--- src/rtl/tone_gen.sv ---
// Phase-accumulator tone source (square/saw/triangle/mute) with amplitude scaling for the Audio PWM.
// Latency: sample tick -> value/sample_stb/wrap/LED = 2 cycles; one sample every SAMPLE_DIV cycles.
// Backpressure: single pending config slot; cfg_ready low until it is applied on a phase wrap or while disabled.
// Optional feature: define TONE_GEN_DUTY_EN to add cfg_duty (programmable square duty).
module tone_gen #(
  parameter int OUT_W       = 11,
  parameter int ACC_W       = 24,
  parameter int SAMPLE_DIV  = 1000,
  parameter int DEFAULT_FTW = 83886
) (
  input  logic             CLK_100M,
  input  logic             RST,
  input  logic             enable,
  input  logic             cfg_valid,
  output logic             cfg_ready,
  input  logic [ACC_W-1:0] cfg_ftw,
  input  logic [1:0]       cfg_mode,
  input  logic [OUT_W-1:0] cfg_amp,
`ifdef TONE_GEN_DUTY_EN
  input  logic [OUT_W-1:0] cfg_duty,
`endif
  output logic [OUT_W-1:0] value,
  output logic             sample_stb,
  output logic             wrap,
  output logic             LED
);

  localparam int DIV_W = (SAMPLE_DIV > 1) ? $clog2(SAMPLE_DIV) : 1;

  typedef enum logic [1:0] {
    MODE_SQUARE = 2'd0,
    MODE_SAW    = 2'd1,
    MODE_TRI    = 2'd2,
    MODE_MUTE   = 2'd3
  } mode_e;

  // ftw, mode, amp (and duty) travel together so an update is atomic
  typedef struct packed {
    logic [ACC_W-1:0] ftw;
    mode_e            mode;
    logic [OUT_W-1:0] amp;
`ifdef TONE_GEN_DUTY_EN
    logic [OUT_W-1:0] duty;
`endif
  } cfg_t;

  logic [DIV_W-1:0]   div;
  logic               tick;
  logic [ACC_W-1:0]   phase;
  logic [ACC_W:0]     sum;
  logic               carry;
  logic               carry_q;
  logic               en_q;
  logic               s1_vld;
  cfg_t               act;
  cfg_t               pend;
  cfg_t               cfg_in;
  cfg_t               cfg_rst;
  logic               pend_vld;
  logic               accept;
  logic               apply;
  logic [OUT_W-1:0]   p;
  logic [OUT_W-1:0]   q;
  logic [OUT_W-1:0]   raw;
  logic [2*OUT_W-1:0] prod;
  logic [OUT_W-1:0]   scaled;

  assign tick   = (div == DIV_W'(SAMPLE_DIV - 1));
  assign sum    = {1'b0, phase} + {1'b0, act.ftw};
  assign carry  = enable & sum[ACC_W];
  assign accept = cfg_valid & ~pend_vld;
  // Swap configs only at a phase wrap so the waveform never jumps mid-cycle;
  // when silent there is nothing to glitch, so apply straight away.
  assign apply  = pend_vld & (~enable | (tick & carry));
  assign cfg_ready = ~pend_vld;

  always_comb begin
    cfg_in      = '0;
    cfg_in.ftw  = cfg_ftw;
    cfg_in.mode = mode_e'(cfg_mode);
    cfg_in.amp  = cfg_amp;
`ifdef TONE_GEN_DUTY_EN
    cfg_in.duty = cfg_duty;
`endif
  end

  always_comb begin
    cfg_rst      = '0;
    cfg_rst.ftw  = ACC_W'(DEFAULT_FTW);
    cfg_rst.mode = MODE_SQUARE;
    cfg_rst.amp  = '1;
`ifdef TONE_GEN_DUTY_EN
    cfg_rst.duty = {1'b1, {(OUT_W-1){1'b0}}};
`endif
  end

  // Free-running sample-rate divider, independent of enable
  always_ff @(posedge CLK_100M) begin
    if (RST) begin
      div <= '0;
    end else if (tick) begin
      div <= '0;
    end else begin
      div <= div + DIV_W'(1);
    end
  end

  // Stage 1: advance the phase on each tick and remember carry/enable for the output stage
  always_ff @(posedge CLK_100M) begin
    if (RST) begin
      phase   <= '0;
      carry_q <= 1'b0;
      en_q    <= 1'b0;
      s1_vld  <= 1'b0;
    end else begin
      s1_vld <= tick;
      if (tick) begin
        phase   <= enable ? sum[ACC_W-1:0] : '0;
        carry_q <= carry;
        en_q    <= enable;
      end
    end
  end

  // Config capture into the single pending slot, promoted to active on apply
  always_ff @(posedge CLK_100M) begin
    if (RST) begin
      act      <= cfg_rst;
      pend     <= '0;
      pend_vld <= 1'b0;
    end else if (accept) begin
      pend     <= cfg_in;
      pend_vld <= 1'b1;
    end else if (apply) begin
      act      <= pend;
      pend_vld <= 1'b0;
    end
  end

  assign p = phase[ACC_W-1 -: OUT_W];
  assign q = phase[ACC_W-2 -: OUT_W];

  // Raw waveform from the current phase
  always_comb begin
    raw = '0;
    case (act.mode)
`ifdef TONE_GEN_DUTY_EN
      MODE_SQUARE: raw = (p < act.duty) ? '1 : '0;
`else
      MODE_SQUARE: raw = phase[ACC_W-1] ? '1 : '0;
`endif
      MODE_SAW:    raw = p;
      MODE_TRI:    raw = phase[ACC_W-1] ? ~q : q;
      default:     raw = '0;
    endcase
  end

  // Truncating scale: all-ones amp is just short of unity
  assign prod   = {{OUT_W{1'b0}}, raw} * {{OUT_W{1'b0}}, act.amp};
  assign scaled = OUT_W'(prod >> OUT_W);

  // Stage 2: register the scaled sample and its strobes
  always_ff @(posedge CLK_100M) begin
    if (RST) begin
      value      <= '0;
      sample_stb <= 1'b0;
      wrap       <= 1'b0;
      LED        <= 1'b0;
    end else begin
      sample_stb <= s1_vld;
      wrap       <= s1_vld & carry_q;
      if (s1_vld) begin
        value <= en_q ? scaled : '0;
        LED   <= en_q & phase[ACC_W-1];
      end
    end
  end

endmodule

--- config.mk ---
export PLATFORM = sky130hd
export DESIGN_NAME = tone_gen
export DESIGN_NICKNAME = d
export VERILOG_FILES = /design/src/rtl/tone_gen.sv
export SDC_FILE = /design/constraint.sdc
export NUM_CORES = 1
export LEC_CHECK = 0
export BUFFER_PORTS_ARGS = -buffer_cell sky130_fd_sc_hd__buf_4
export CAP_MARGIN = 40
export CORE_MARGIN = 5
export CORE_UTILIZATION = 60
export CTS_BUF_LIST = sky130_fd_sc_hd__clkbuf_8
export CTS_CLUSTER_DIAMETER = 100
export CTS_CLUSTER_SIZE = 8
export DETAILED_ROUTE_END_ITERATION = 8
export PLACE_DENSITY_LB_ADDON = 0.3
export RECOVER_POWER = 25
export SYNTH_ARGS = -nofsm -noshare
export SYNTH_HDL_FRONTEND = slang
export SYNTH_SLANG_ARGS = --single-unit
--- constraint.sdc ---
create_clock -name CLK_100M -period 8.06 [get_ports CLK_100M]
set_clock_uncertainty 0.1 [all_clocks]
set_input_delay 1.209 -clock CLK_100M [delete_from_list [all_inputs] [get_ports CLK_100M]]
set_output_delay 1.209 -clock CLK_100M [all_outputs]
set_load 0.005 [all_outputs]
# Yosys cells after proc, flatten, opt, wreduce, memory -nomap -nowiden
# Index checks and enable logic that the tools add are counted.
totals:
  regBits: 126
  input_bits: 41
  output_inout_bits: 15
classes:
  n_addsub: 2
  n_mul: 1
  eq_ne: 3
  muxes: 7
  bitwise_logic: 11
  reduce_logical: 4
ops:
  columns: ["operator", "count"]
  rows:
  - ["11-bit two-way mux", 3]
  - ["11-bit case mux with 3 select lines", 1]
  - ["24-bit by 24-bit adder with 25-bit output", 1]
  - ["24-bit two-way mux", 1]
  - ["11-bit by 11-bit multiplier with 22-bit output", 1]
  - ["11-bit NOT", 1]
  - ["10-bit by 1-bit adder with 10-bit output (second input constant)", 1]
  - ["10-bit equality test (second input constant)", 1]
  - ["1-bit AND", 6]
  - ["1-bit NOT", 3]
  - ["2-bit by 1-bit equality test with 1-bit output (second input constant)", 1]
  - ["2-bit equality test (second input constant)", 1]
  - ["2-bit zero test", 1]
  - ["1-bit two-way mux", 2]
  - ["2-bit AND reduction", 1]
  - ["2-bit nonzero test", 1]
  - ["2-bit OR reduction", 1]
  - ["1-bit OR", 1]

# Logic depth before layout (Yosys ltp)
depth:
  depth_word: 7
  mapped_depth: 27
  mapped_depth_nobuf: 25

# Least setup slack after synthesis
# OpenSTA, ideal clock, no wires.
synth_timing:
  path_type: "reg-to-reg"
  from: "register act[11] (netlist name)"
  to: "register value[10]"
  setup_time_ns: 0.060
  arrival_ns: 6.051
  slack_ns: 1.849
  stages_incl_launch_ff: 28
  period_less_slack_ns: 6.211
  cell_sequence: "dfxtp_1 buf_6 clkbuf_1 clkbuf_1 a21oi_1 o22ai_1 clkbuf_1 nand2_1 fa_1 inv_1 ha_1 inv_1 fa_1 inv_1 fa_1 inv_1 fa_1 inv_1 ha_1 a21o_1 a21o_1 a21oi_1 nor2_1 or3_4 a41oi_4 nand2b_2 nor4_1 a311o_1"
synth_via:
  elab_chain_len: 4
synth_lines:
  columns: ["element", "line_no", "source"]
  rows:
  - ["start: declaration", "55", "cfg_t act;"]
  - ["start signal: assignment", "128", "act <= cfg_rst;"]
  - ["start signal: assignment", "135", "act <= pend;"]
  - ["2-bit equality test, or another cell as far along", "146", "case (act.mode)"]
  - ["11-bit case mux with 3 select lines (*)", "146", null]
  - ["11-bit by 11-bit multiplier with 22-bit output (*)", "159", "assign prod = {{OUT_W{1'b0}}, raw} * {{OUT_W{1'b0}}, act.amp};"]
  - ["11-bit two-way mux (*)", "173", "value <= en_q ? scaled : '0;"]
  - ["end signal: assignment", "173", null]
  - ["end: declaration", "22", "output logic [OUT_W-1:0] value,"]
# Every way passes the cells marked *; elsewhere a longest branch is shown, timed or not.
# A chain may end at the register's enable or synchronous reset.

# Final worst setup path
layout_timing:
  from: "register act[12] (netlist name)"
  to: "register value[10]"
# Same word-level chain as after synthesis.

==> run metrics <==
leading cell type in the layout, fill and taps excluded=nand2_1; antenna violations before repair=1; Detailed Place HPWL=16900 um; crit share post-route=87.7%; TritonCTS Buffers=17; Critical Path End Type=register; Reg2Reg Setup Slack=0.99 ns; num ports=56; EDFF count, synth=0; worst ir drop on vdd=0.000137 V; post-synth cell types=60; Inst Count DP=1413; Vias per Instance=5.61; final setup fails=0; Max clock buf depth=2; clock tree sinks=126; Hold-fix buffers, CTS=0; Placer Congestion=0.878; Req. time, crit path=8.35 ns; async set or reset register ratio after synthesis=0%; post-DR wirelength/cell=15.5 um; Core Util, Final=67.1%; status=finished with violations; CP max FO=16; Final WS setup=0.992 ns; initial core utilization=61.5%; Int Pwr=0.926 mW; failing checks=capacitance limit, slew limit; Final ANT Viol Nets=0; DR vias=8109; chip width=138 um; Syn Nets=1398; vias in the first global route=7953; DRC violation count after routing=0; synth warn=0; IO buf count=55; R2R depth=22; RSZ-0062 raised after global routing=no; Vert. Die Dim=138 um; # diodes=0; fin cells=1446; Max-Cap Viols=1; register area share after synthesis=25.6%; row count=46; number of post-CTS setup repair buffers=0; Clock Power Share=39.7%; Resized cells post-CTS=0; Hold Crit Depth=2; total gr overflow=0; sw frac=29.9%; die area=19100 um2; NetSw=0.394 mW; most frequent cells in the layout=nand2_1, dfxtp_1, inv_1, a21oi_1, ha_1; measured slew at the worst slew-check pin=2.28 ns; Power Dens Cells=123 nW/um2; Post-Route WL=22400 um; Root Buffer=clkbuf_8; DR iter-0 viols=598; fmax=0.141 GHz; Final #Nets=1420; startpoint types=register; final hold viol count=0; Clock Latency Late Sink=0.45 ns; fin crit period=7.07 ns; fraction of layout cells with a size suffix above 1=8.86%; CORE AREA=16000 um2; Clock transition at path regs=0.08 ns; H-tree level count=4; Reg power frac=52.2%; Yosys reg bits=126; DP Worst Slack=0.994 ns; LEAKAGE=4.89 nW; critical path type=register to register; gr usage total=23.7%; DRT Pass-1 Iters=5; worst hold path class=register to register; synthesized cell area=9840 um2; Fin Setup TNS=0 ns; CTS tree=yes; Main synth FF type=dfxtp_1; first-pass GRT wire length=38100 um; Synth-to-Final Area Change=9.16%; largest net degree at the start of global routing=56; Mean Syn Cell Area=8.23 um2; Synth Instances=1195; max-slew violations=56; relative slew slack=-52.0%; critical path arrival=7.36 ns; Combinational Power Share=8.0%
-- kinds of logic (layout without fill, tap and decap cells) --
group / Yosys count / after routing / share of synthesized area, %
AO/OA/AOI/OAI: 229 / 229 / 15.0
flip-flops: 126 / 126 / 25.6
adder cells (fa/ha/maj): 162 / 162 / 26.7
XOR/XNOR: 34 / 34 / 3.03
multiplexers: 13 / 13 / 1.32
AND/OR/NAND/NOR: 464 / 464 / 21.8
buffers and inverters: 167 / 202 / 6.56
-- worst paths after layout --
check / startpoint / to
min: value[6] / value[6]
max reg2reg: act[12] / value[10]
min reg2reg: value[6] / value[6]
max: act[12] / value[10]
-- metrics by stage --
stage	instance area [um2]	total power [mW]	hold WS [ns]
after global routing	10700	1.37	0.372
after CTS	10700	1.32	0.351
after global placement	10300	0.802	0.330
after detailed placement	10400	0.807	0.338
final	10700	1.32	0.351
after floorplan	9840	0.760	0.313
-- critical path, cell delays in order, from the launching register on --
cell and delay (ns):
dfxtp_1 0.65, nor2b_1 0.54, mux2i_1 0.15, o22ai_1 0.70
nand2_1 0.17, fa_1 0.43, fa_1 0.52, fa_1 0.49
inv_1 0.05, fa_1 0.53, inv_1 0.06, fa_1 0.53
inv_1 0.04, ha_1 0.31, a21o_1 0.18, a21o_1 0.17
a21oi_1 0.17, nor2_1 0.07, or3_4 0.42, a41oi_4 0.25
nand2b_2 0.11, nor4_1 0.23, a311o_1 0.14
-- synthesized netlist by cell type (3+ instances only) --
cell	n	area share, %
xor2_1	19	1.7
o221ai_1	17	1.5
buf_2	3	0.15
dfxtp_1	126	26
nor2b_1	15	0.95
a22o_1	5	0.45
buf_1	5	0.19
a21o_1	18	1.4
xnor2_1	15	1.3
nor3_1	24	1.2
o21ai_1	12	0.61
ha_1	82	10
nor3b_1	3	0.23
nand2_1	219	8.4
o22ai_1	8	0.51
a22oi_1	3	0.23
fa_1	80	16
mux2i_1	13	1.3
nor2_1	75	2.9
and3_1	3	0.19
nand3_1	21	1.1
clkbuf_1	54	2.1
a21oi_1	85	4.3
a211oi_1	23	1.8
o21ai_0	35	1.8
nand2b_1	24	1.5
inv_1	102	3.9
and2_1	62	3.9
-- final cells by class --
class	instances	area, um2
clock buffers	18	248
clock inverters	14	125
fillers	1376	5260
inverters	102	383
multi-input cells	902	6670
flip-flops and latches	126	2520
well taps	216	270
repair buffers	68	518
-- metal layers --
metal	track usage (%)	wire (um)	share of wire (%)	up-vias
li1	-	-	-	4014
met1	32.3	10200	46	3816
met2	37.6	10200	45	227
met3	5.28	1460	6.5	50
met4	8.01	541	2.4	2
met5	0	12	0.054	-
-- state kept, by name, summed over array words and instances (netlist names), 10 cells and up --
register  cells
act          37
pend         37
phase        24
value        11
div          10
-- power by group through the flow --
| stage | clock [mW] | combinational (mW) | sequential [mW] |
|---|---|---|---|
| floorplan | 0 | 0.0837 | 0.676 |
| global placement | 0 | 0.100 | 0.701 |
| detailed placement | 0 | 0.105 | 0.702 |
| CTS | 0.529 | 0.105 | 0.687 |
| global route | 0.558 | 0.119 | 0.692 |
| finish | 0.525 | 0.106 | 0.689 |
Power figures use the tool's default switching activity.
